<file path="config.mk">
export PLATFORM = sky130hd
export DESIGN_NAME = fifo_to_axis_video
export DESIGN_NICKNAME = d
export VERILOG_FILES = /design/src/rtl/fifo_to_axis_video.sv
export SDC_FILE = /design/constraint.sdc
export NUM_CORES = 1
export LEC_CHECK = 0
export CORE_ASPECT_RATIO = 1.25
export CORE_MARGIN = 5
export CORE_UTILIZATION = 49
export CTS_CLUSTER_DIAMETER = 150
export DETAILED_ROUTE_END_ITERATION = 6
export PLACE_DENSITY_LB_ADDON = 0.3
export RECOVER_POWER = 100
export SLEW_MARGIN = 30
export SYNTH_ARGS = -nofsm -noshare
export SYNTH_HDL_FRONTEND = slang
export SYNTH_SLANG_ARGS = --single-unit
export TNS_END_PERCENT = 50
</file>
<file path="constraint.sdc">
create_clock -name clk -period 2.9 [get_ports clk]
set_input_delay 0.29 -clock clk [delete_from_list [all_inputs] [get_ports clk]]
set_output_delay 0.29 -clock clk [all_outputs]
set_load 0.02 [all_outputs]
</file>
<file path="src/rtl/fifo_to_axis_video.sv">
// Drains a src_rdy/dst_rdy FIFO into an AXI4-Stream video master, tagging tuser/tlast from pixel/line counters.
// Latency: a word accepted from the FIFO at cycle N is presented on m_axis at N+1.
// Backpressure: one-entry skid buffer absorbs the in-flight word; dst_rdy_o drops while the skid is occupied.
module fifo_to_axis_video #(
    parameter int WIDTH       = 32,
    parameter int LINE_PIXELS = 640,
    parameter int FRAME_LINES = 480,
    parameter int CW          = 12
) (
    input  logic             clk,
    input  logic             reset,
    input  logic             clear,
    input  logic             enable,
    input  logic [WIDTH-1:0] data_i,
    input  logic             src_rdy_i,
    output logic             dst_rdy_o,
    output logic [WIDTH-1:0] m_axis_tdata,
    output logic             m_axis_tvalid,
    input  logic             m_axis_tready,
    output logic             m_axis_tuser,
    output logic             m_axis_tlast,
    output logic [CW-1:0]    pix_cnt,
    output logic [CW-1:0]    line_cnt,
    output logic             frame_done
);

    localparam logic [CW-1:0] PIX_LAST  = CW'(LINE_PIXELS - 1);
    localparam logic [CW-1:0] LINE_LAST = CW'(FRAME_LINES - 1);

    typedef enum logic {
        S_IDLE = 1'b0,
        S_RUN  = 1'b1
    } state_t;

    state_t           r_state;

    // Skid entry: holds the word accepted while the output register is stalled.
    logic             r_skid_vld;
    logic [WIDTH-1:0] r_skid_dat;
    logic             r_skid_user;
    logic             r_skid_last;
    logic             r_skid_eof;

    // End-of-frame marker travelling with the beat in the output register.
    logic             r_out_eof;

    logic             w_flush;
    logic             w_accept;
    logic             w_drain;
    logic             w_out_load;
    logic             w_tuser;
    logic             w_tlast;
    logic             w_eof;

    assign w_flush    = reset | clear;
    assign dst_rdy_o  = (r_state == S_RUN) & ~r_skid_vld;
    assign w_accept   = src_rdy_i & dst_rdy_o;
    assign w_drain    = m_axis_tvalid & m_axis_tready;
    // Output register may take a new beat when it is empty or its beat leaves this cycle.
    assign w_out_load = w_drain | ~m_axis_tvalid;

    assign w_tuser    = (pix_cnt == '0) && (line_cnt == '0);
    assign w_tlast    = (pix_cnt == PIX_LAST);
    assign w_eof      = w_tlast && (line_cnt == LINE_LAST);

    // Frame FSM and pixel/line counters; enable is only honoured at frame boundaries.
    always_ff @(posedge clk) begin
        if (w_flush) begin
            r_state  <= S_IDLE;
            pix_cnt  <= '0;
            line_cnt <= '0;
        end else begin
            case (r_state)
                S_IDLE: begin
                    if (enable) begin
                        r_state <= S_RUN;
                    end
                end
                S_RUN: begin
                    if (w_accept) begin
                        if (w_tlast) begin
                            pix_cnt <= '0;
                            if (line_cnt == LINE_LAST) begin
                                line_cnt <= '0;
                                if (!enable) begin
                                    r_state <= S_IDLE;
                                end
                            end else begin
                                line_cnt <= line_cnt + 1'b1;
                            end
                        end else begin
                            pix_cnt <= pix_cnt + 1'b1;
                        end
                    end
                end
                default: r_state <= S_IDLE;
            endcase
        end
    end

    // Output register and skid buffer; the skid has priority so beat order is preserved.
    always_ff @(posedge clk) begin
        if (w_flush) begin
            m_axis_tvalid <= 1'b0;
            m_axis_tdata  <= '0;
            m_axis_tuser  <= 1'b0;
            m_axis_tlast  <= 1'b0;
            r_out_eof     <= 1'b0;
            r_skid_vld    <= 1'b0;
            r_skid_dat    <= '0;
            r_skid_user   <= 1'b0;
            r_skid_last   <= 1'b0;
            r_skid_eof    <= 1'b0;
            frame_done    <= 1'b0;
        end else begin
            frame_done <= w_drain & r_out_eof;
            if (w_out_load) begin
                if (r_skid_vld) begin
                    m_axis_tvalid <= 1'b1;
                    m_axis_tdata  <= r_skid_dat;
                    m_axis_tuser  <= r_skid_user;
                    m_axis_tlast  <= r_skid_last;
                    r_out_eof     <= r_skid_eof;
                    r_skid_vld    <= 1'b0;
                end else if (w_accept) begin
                    m_axis_tvalid <= 1'b1;
                    m_axis_tdata  <= data_i;
                    m_axis_tuser  <= w_tuser;
                    m_axis_tlast  <= w_tlast;
                    r_out_eof     <= w_eof;
                end else begin
                    m_axis_tvalid <= 1'b0;
                    r_out_eof     <= 1'b0;
                end
            end else if (w_accept) begin
                r_skid_vld  <= 1'b1;
                r_skid_dat  <= data_i;
                r_skid_user <= w_tuser;
                r_skid_last <= w_tlast;
                r_skid_eof  <= w_eof;
            end
        end
    end

endmodule

</file>
[Yosys cells after proc, flatten, opt, wreduce, memory -nomap -nowiden]
Index checks and enable logic that the tools add are counted.
Word-level totals
  memories: 0
  bits in registers: 98
  RAM bits: 0
  bits in read-only memories: 0
  input bits: 38
  latch bits: 0
  output and inout bits: 61
  word-level logic and storage cells: 55
Operators by class
  bitwise operators: 10
  reductions and logical operators: 10
  multiply operators: 0
  add/sub/neg operators: 2
  equal/unequal tests: 2
  divide/modulo/power cells: 0
  magnitude comparators: 0
  mux-type cells: 17
  shift operators: 0
Operators by type and width (number)
  $mux 32: 2
  $add 12x1->12 const B: 2
  $logic_not 12->1: 2
  $mux 12: 2
  $eq 12x10->1 const B: 1
  $eq 12x9->1 const B: 1
  $mux 1: 12
  $reduce_and 2->1: 3
  $and 1x1->1: 4
  $not 1->1: 4
  $reduce_and 3->1: 1
  $logic_and 1x1->1: 2
  $or 1x1->1: 2
  $pmux 1 s2: 1
  $reduce_bool 2->1: 1
  $reduce_or 2->1: 1

[Depth between registers and ports, before layout]
Gate-level depths: netlist of the first run.
  word-level depth: 5
  gate-level depth with buffers: 7
  mapped depth without buffers: 5

[Worst setup path after synthesis of the first run]
OpenSTA, ideal clock, no wires.
  path type: register to register
  start: reg pix_cnt[11]
  end: reg line_cnt[2]
  cell stages (with the launch flop): 7
  arrival: 2038 ps
  library setup time: 132 ps
  clock period less this slack: 2170 ps
  buffers on the path: 2
  setup slack: 730 ps
  data required time: 2768 ps
  cells stage by stage: dfxtp_1 or4_4 or4_4 buf_2 clkbuf_1 o21ai_0 a21oi_1
Between the ends
  longest elaborated chain between the ends: 2
Ends and longest elaborated chain
  from (decl): RTL line 22  | output logic [CW-1:0] pix_cnt,
  from (signal assigned): RTL line 92  | pix_cnt <= pix_cnt + 1'b1;
  $eq 12x10->1: RTL line 63  | assign w_tlast = (pix_cnt == PIX_LAST);
  $reduce_and 3->1 (no line)
  to (signal assigned): RTL line 89  | line_cnt <= line_cnt + 1'b1;
  to (decl): RTL line 23  | output logic [CW-1:0] line_cnt,
Every way passes these cells.
A chain may end at the register's enable or synchronous reset.

[Worst setup path after layout of the first run]
  start: reg pix_cnt[10]
  end: reg line_cnt[10]
The elaborated chain is that of the path after synthesis.

==> impl_metrics.json, run 1 <==
{
  "power_density_mw_per_mm2": 454,
  "async_flop_share": 0,
  "status": "finished clean",
  "synth-seq-cells": 98,
  "synthAdderAreaFrac": 0.0122,
  "syn-cell-area_mm2": 0.00411,
  "fin_skew_ns": 0.00913,
  "drive_gt1_frac": 0.0484,
  "seq_area_mm2": 0.00196,
  "crit_required_ns": 3.17,
  "synthFlopType": "dfxtp_1",
  "grt_antenna_before_repair": 0,
  "leakage_nw": 1.85,
  "p_int_mw": 1.91,
  "wl_um": 10100,
  "row_count": 37,
  "numClockSinks": 98,
  "fin_crit_ns": 2.38,
  "dp_hpwl_um": 7060,
  "yosysSeqAreaShare": 0.477,
  "grt_pass1_vias": 3670,
  "grt_max_degree": 42,
  "drcViolationCount": 0,
  "end_kind": "register",
  "start_util": 0.502,
  "core_area_mm2": 0.00819,
  "pwr-share-comb": 0.063,
  "tritoncts": "yes",
  "slew_viol_final": 0,
  "synth_top_area_cell": "dfxtp_1",
  "seq_power_share": 0.558,
  "synth_top_cell_area_share": 0.477,
  "use_met1": 0.241,
  "via_count": 3683,
  "max_slew_margin": 0.112,
  "grtUsageMet2": 0.340,
  "fmax_mhz": 420,
  "clock_latency_ns": 0.35,
  "muxShareOfSynthArea": 0.0779,
  "synth_xor_area_frac": 0.0192,
  "clkTransAtPathRegs_ns": 0.09,
  "antennaDiodeCount": 0,
  "tns_ns": 0,
  "syn-instance-count": 490,
  "yosysUniqueCellTypes": 35,
  "use_met3": 0.0422,
  "busiest_layer": "met2",
  "layout_common_cells": "dfxtp_1 (97), nand2_1 (90), dlygate4sd3_1 (62)",
  "setup_violations": 0,
  "power.share.clock": 0.379,
  "first_pass_iters": 4,
  "p_switching_mw": 0.522,
  "maxCapViolations": 0,
  "rsz0062_at_grt": "false",
  "wl_per_cell_um": 15.0,
  "cts_resized": 0,
  "grt_pass1_wl_um": 17200,
  "ant_nets": 0,
  "power_switching_share": 0.214,
  "cts-root-buf": "clkbuf_8",
  "hold_viol_final": 0,
  "cp.arrival_ns": 2.65,
  "port_buffers": 98,
  "synth_edf_count": 0,
  "area.growth.synth_to_final_pct": 30.6,
  "multi_input_area_mm2": 0.00200,
  "synth-compound-area-share": 0.155,
  "die_x_um": 91.9,
  "worstMarginPinSlew_ns": 1.33,
  "track_usage": 0.199,
  "fin_util": 0.655,
  "io_pins": 99,
  "htreeDepth": 3,
  "syn_avg_cell_area_um2": 8.39,
  "layout.nets": 617,
  "drtIter0Drc": 154,
  "synth_top_family_by_area": "simple AND/OR/NAND/NOR gates",
  "ir_worst_vdd_mv": 0.259,
  "routed_via_density": 5.45,
  "gp_congestion": 0.846,
  "dieArea_mm2": 0.0103,
  "start_kind": "register",
  "critPathMaxFanout": 21,
  "cts_buffer_depth": 2,
  "cts.hold.buffers_added": 0,
  "fill_cells": 680,
  "synthTopCellsByArea": "dfxtp_1 (48%), nand2_1 (8.2%), mux2i_1 (7.8%)",
  "cts_buffers": 9,
  "synth-simple-area-share": 0.221,
  "overflow": 0,
  "min_path_type": "reg -> reg",
  "synth.net_count": 532,
  "ys_warn_count": 0,
  "fin_crit_sh": 0.821,
  "mostFrequentLayoutCell": "dfxtp_1",
  "post_cts_buffers": 0,
  "crit_type": "reg -> reg",
  "dieHeight_um": 112
}
## state kept, by name, indices dropped and copies added (netlist names)
signal         cells
m_axis_tvalid      1
r_out_eof          1
m_axis_tuser       1
r_skid_eof         1
r_state            1
line_cnt          12
pix_cnt           12
r_skid_dat        32
frame_done         1
m_axis_tdata      32
r_skid_last        1
r_skid_vld         1
m_axis_tlast       1
r_skid_user        1
## logic make-up after synthesis
logic type	count (synthesis)
and+or+nand+nor	200
DFF	98
AOI/OAI and AO/OA	106
buffers and inverters	41
adders and majority gates	4
muxes	32
xor gates and xnor gates	9
## power by group through the flow
stage	registers, mW	logic [mW]	clock network [mW]
final	1.36	0.154	0.924
after global routing	1.36	0.168	1.01
after CTS	1.36	0.160	0.947
after detailed placement	1.39	0.159	0
after global placement	1.39	0.157	0
after floorplan	1.40	0.0580	0
## through the flow
| step | hold slack [ns] | total power, mW | cells | instance area (um2) | setup WS [ns] |
|---|---|---|---|---|---|
| floorplan | 0.419 | 1.46 | 490 | 4110 | 0.730 |
| finish | 0.452 | 2.44 | 676 | 5370 | 0.520 |
| global route | 0.484 | 2.54 | 676 | 5370 | 0.376 |
| global placement | 0.436 | 1.55 | 661 | 5170 | 0.491 |
| CTS | 0.451 | 2.47 | 676 | 5380 | 0.594 |
| detailed placement | 0.446 | 1.55 | 661 | 5170 | 0.465 |
## cells in the mapped netlist, types with 7 or more instances
cell type / count
clkbuf_1: 26
a211oi_1: 33
nand2_1: 90
inv_1: 8
mux2i_1: 32
nand3_1: 12
dfxtp_1: 98
o21ai_0: 8
or3_1: 12
a21oi_1: 53
xnor2_1: 7
nor2_1: 50
## worst max-delay path, stage by stage, from the launching register on
cell	delay [ns]
dfxtp_1	0.34
or4_1	0.58
or4_4	0.69
or4_1	0.53
a21oi_1	0.14
## final timing paths
| kind | startpoint | endpoint | slack (ns) | cells past startpoint |
|---|---|---|---|---|
| min | r_out_eof | frame_done | 0.45 | 2 |
| min reg2reg | r_out_eof | frame_done | 0.45 | 2 |
| max reg2reg | pix_cnt[10] | line_cnt[10] | 0.52 | 4 |
| max | pix_cnt[10] | line_cnt[10] | 0.52 | 4 |
## per-layer routing
metal | vias to the layer above | share of wire | routed length, um
li1 | 1885 | - | -
met1 | 1686 | 0.43 | 4390
met2 | 100 | 0.50 | 5050
met3 | 12 | 0.054 | 543
met4 | 0 | 0.015 | 150
met5 | - | 0 | 0
## layout make-up
class | count | area share
repair buffers | 107 | 0.195
clock inverters | 4 | 0.0144
well taps | 97 | 0.0226
flip-flops and latches | 98 | 0.366
inverters | 8 | 0.00559
multi-input cells | 351 | 0.372
clock buffers | 11 | 0.0245
Power figures use the tool's default switching activity.
==> run 2: changes to the inputs <==
clock period = 2.36 ns   (was 2.9 ns; I/O delays follow)
==> impl_metrics.json, run 2 (synthesis gave the netlist of run 1 again) <==
{
  "status": "finished clean",
  "power_switching_share": 0.230,
  "setup_violations": 0,
  "min_path_type": "reg -> reg",
  "wl_um": 10100,
  "layout.nets": 623,
  "p_int_mw": 2.25,
  "ant_nets": 0,
  "crit_type": "reg -> reg",
  "cts_buffer_depth": 2,
  "post_cts_buffers": 0,
  "maxCapViolations": 0,
  "layout_common_cells": "dfxtp_1 (97), nand2_1 (90), dlygate4sd3_1 (62)",
  "drtIter0Drc": 146,
  "grt_antenna_before_repair": 0,
  "rsz0062_at_grt": "false",
  "hold_viol_final": 0,
  "worstMarginPinSlew_ns": 0.810,
  "grt_pass1_vias": 3665,
  "fmax_mhz": 438,
  "numClockSinks": 98,
  "leakage_nw": 1.87,
  "seq_area_mm2": 0.00196,
  "port_buffers": 98,
  "start_kind": "register",
  "fin_crit_ns": 2.28,
  "area.growth.synth_to_final_pct": 31.4,
  "critPathMaxFanout": 12,
  "track_usage": 0.195,
  "first_pass_iters": 4,
  "slew_viol_final": 0,
  "cts_resized": 0,
  "max_slew_margin": 0.460,
  "clkTransAtPathRegs_ns": 0.09,
  "start_util": 0.502,
  "cts_buffers": 9,
  "clock_latency_ns": 0.35,
  "gp_congestion": 0.874,
  "fill_cells": 688,
  "drcViolationCount": 0,
  "power.share.clock": 0.364,
  "power_density_mw_per_mm2": 542,
  "tritoncts": "yes",
  "reg_top3": "m_axis_tdata x32, r_skid_dat x32",
  "antennaDiodeCount": 0,
  "end_kind": "register",
  "fin_crit_sh": 0.967,
  "dieHeight_um": 112,
  "crit_required_ns": 2.65,
  "fin_util": 0.659,
  "overflow": 0,
  "route.met2.wl_um": 4970,
  "grt_pass1_wl_um": 16900,
  "m1WireLength_um": 4310,
  "io_pins": 99,
  "cts-root-buf": "clkbuf_8",
  "p_switching_mw": 0.674,
  "row_count": 37,
  "dp_hpwl_um": 7210,
  "tns_ns": 0,
  "mostFrequentLayoutCell": "dfxtp_1",
  "routed_via_density": 5.51,
  "grt_max_degree": 41,
  "pwr-share-comb": 0.065,
  "met3_wirelength_um": 545,
  "finish.instance_area_mm2": 0.00540,
  "cp.arrival_ns": 2.57,
  "multi_input_area_mm2": 0.00200,
  "htreeDepth": 3,
  "place_area_mm2": 0.00521,
  "via_count": 3760,
  "dieArea_mm2": 0.0103,
  "cts.hold.buffers_added": 0,
  "ir_worst_vdd_mv": 0.362,
  "die_x_um": 91.9,
  "wl_per_cell_um": 14.8,
  "seq_power_share": 0.571,
  "fin_skew_ns": 0.00888,
  "highest_layer": "met4",
  "core_area_mm2": 0.00819,
  "drive_gt1_frac": 0.0648
}
## run 2: path summary, 6_finish.rpt
path                    start          end  slack [ns]  cells after the start
setup / recovery  pix_cnt[11]  line_cnt[4]        0.08                      5
hold / removal      r_out_eof   frame_done        0.45                      2
hold reg to reg     r_out_eof   frame_done        0.45                      2
setup reg to reg  pix_cnt[11]  line_cnt[4]        0.08                      5
## run 2: power groups by stage
| stage | logic, mW | clock network (mW) | registers, mW |
|---|---|---|---|
| after floorplan | 0.0713 | 0 | 1.72 |
| after global placement | 0.194 | 0 | 1.71 |
| after detailed placement | 0.196 | 0 | 1.71 |
| after CTS | 0.197 | 1.09 | 1.67 |
| after global routing | 0.207 | 1.16 | 1.67 |
| final | 0.191 | 1.06 | 1.67 |
## run 2: metrics by stage
step	power (mW)	cells	hold slack (ns)	setup slack, ns
2_1_floorplan	1.79	490	0.365	0.190
3_3_place_gp	1.90	667	0.435	0.157
3_5_place_dp	1.90	667	0.440	0.112
4_1_cts	2.95	683	0.447	0.0972
5_1_grt	3.04	683	0.464	0.0139
6_report	2.92	683	0.450	0.0780
## run 2: worst max-delay path, stage by stage (launching register included)
cell and delay [ns]:
dfxtp_1 0.34, or4_4 0.56, or4_4 0.61, buf_4 0.20, or3_1 0.35, a21oi_1 0.15
## run 2: layer usage
layer  GRT usage  up-vias
met3      0.0375       23
met5           0        -
met4      0.0803        0
li1            -     1896
met1       0.231     1741
met2       0.343      100
## run 2: layout make-up
type,count,area share
timing repair buffer,113,0.202
inverter,8,0.00556
sequential,98,0.364
clock buffer,10,0.0236
multi-input combinational,351,0.371
tap,97,0.0225
clock inverter,6,0.0121
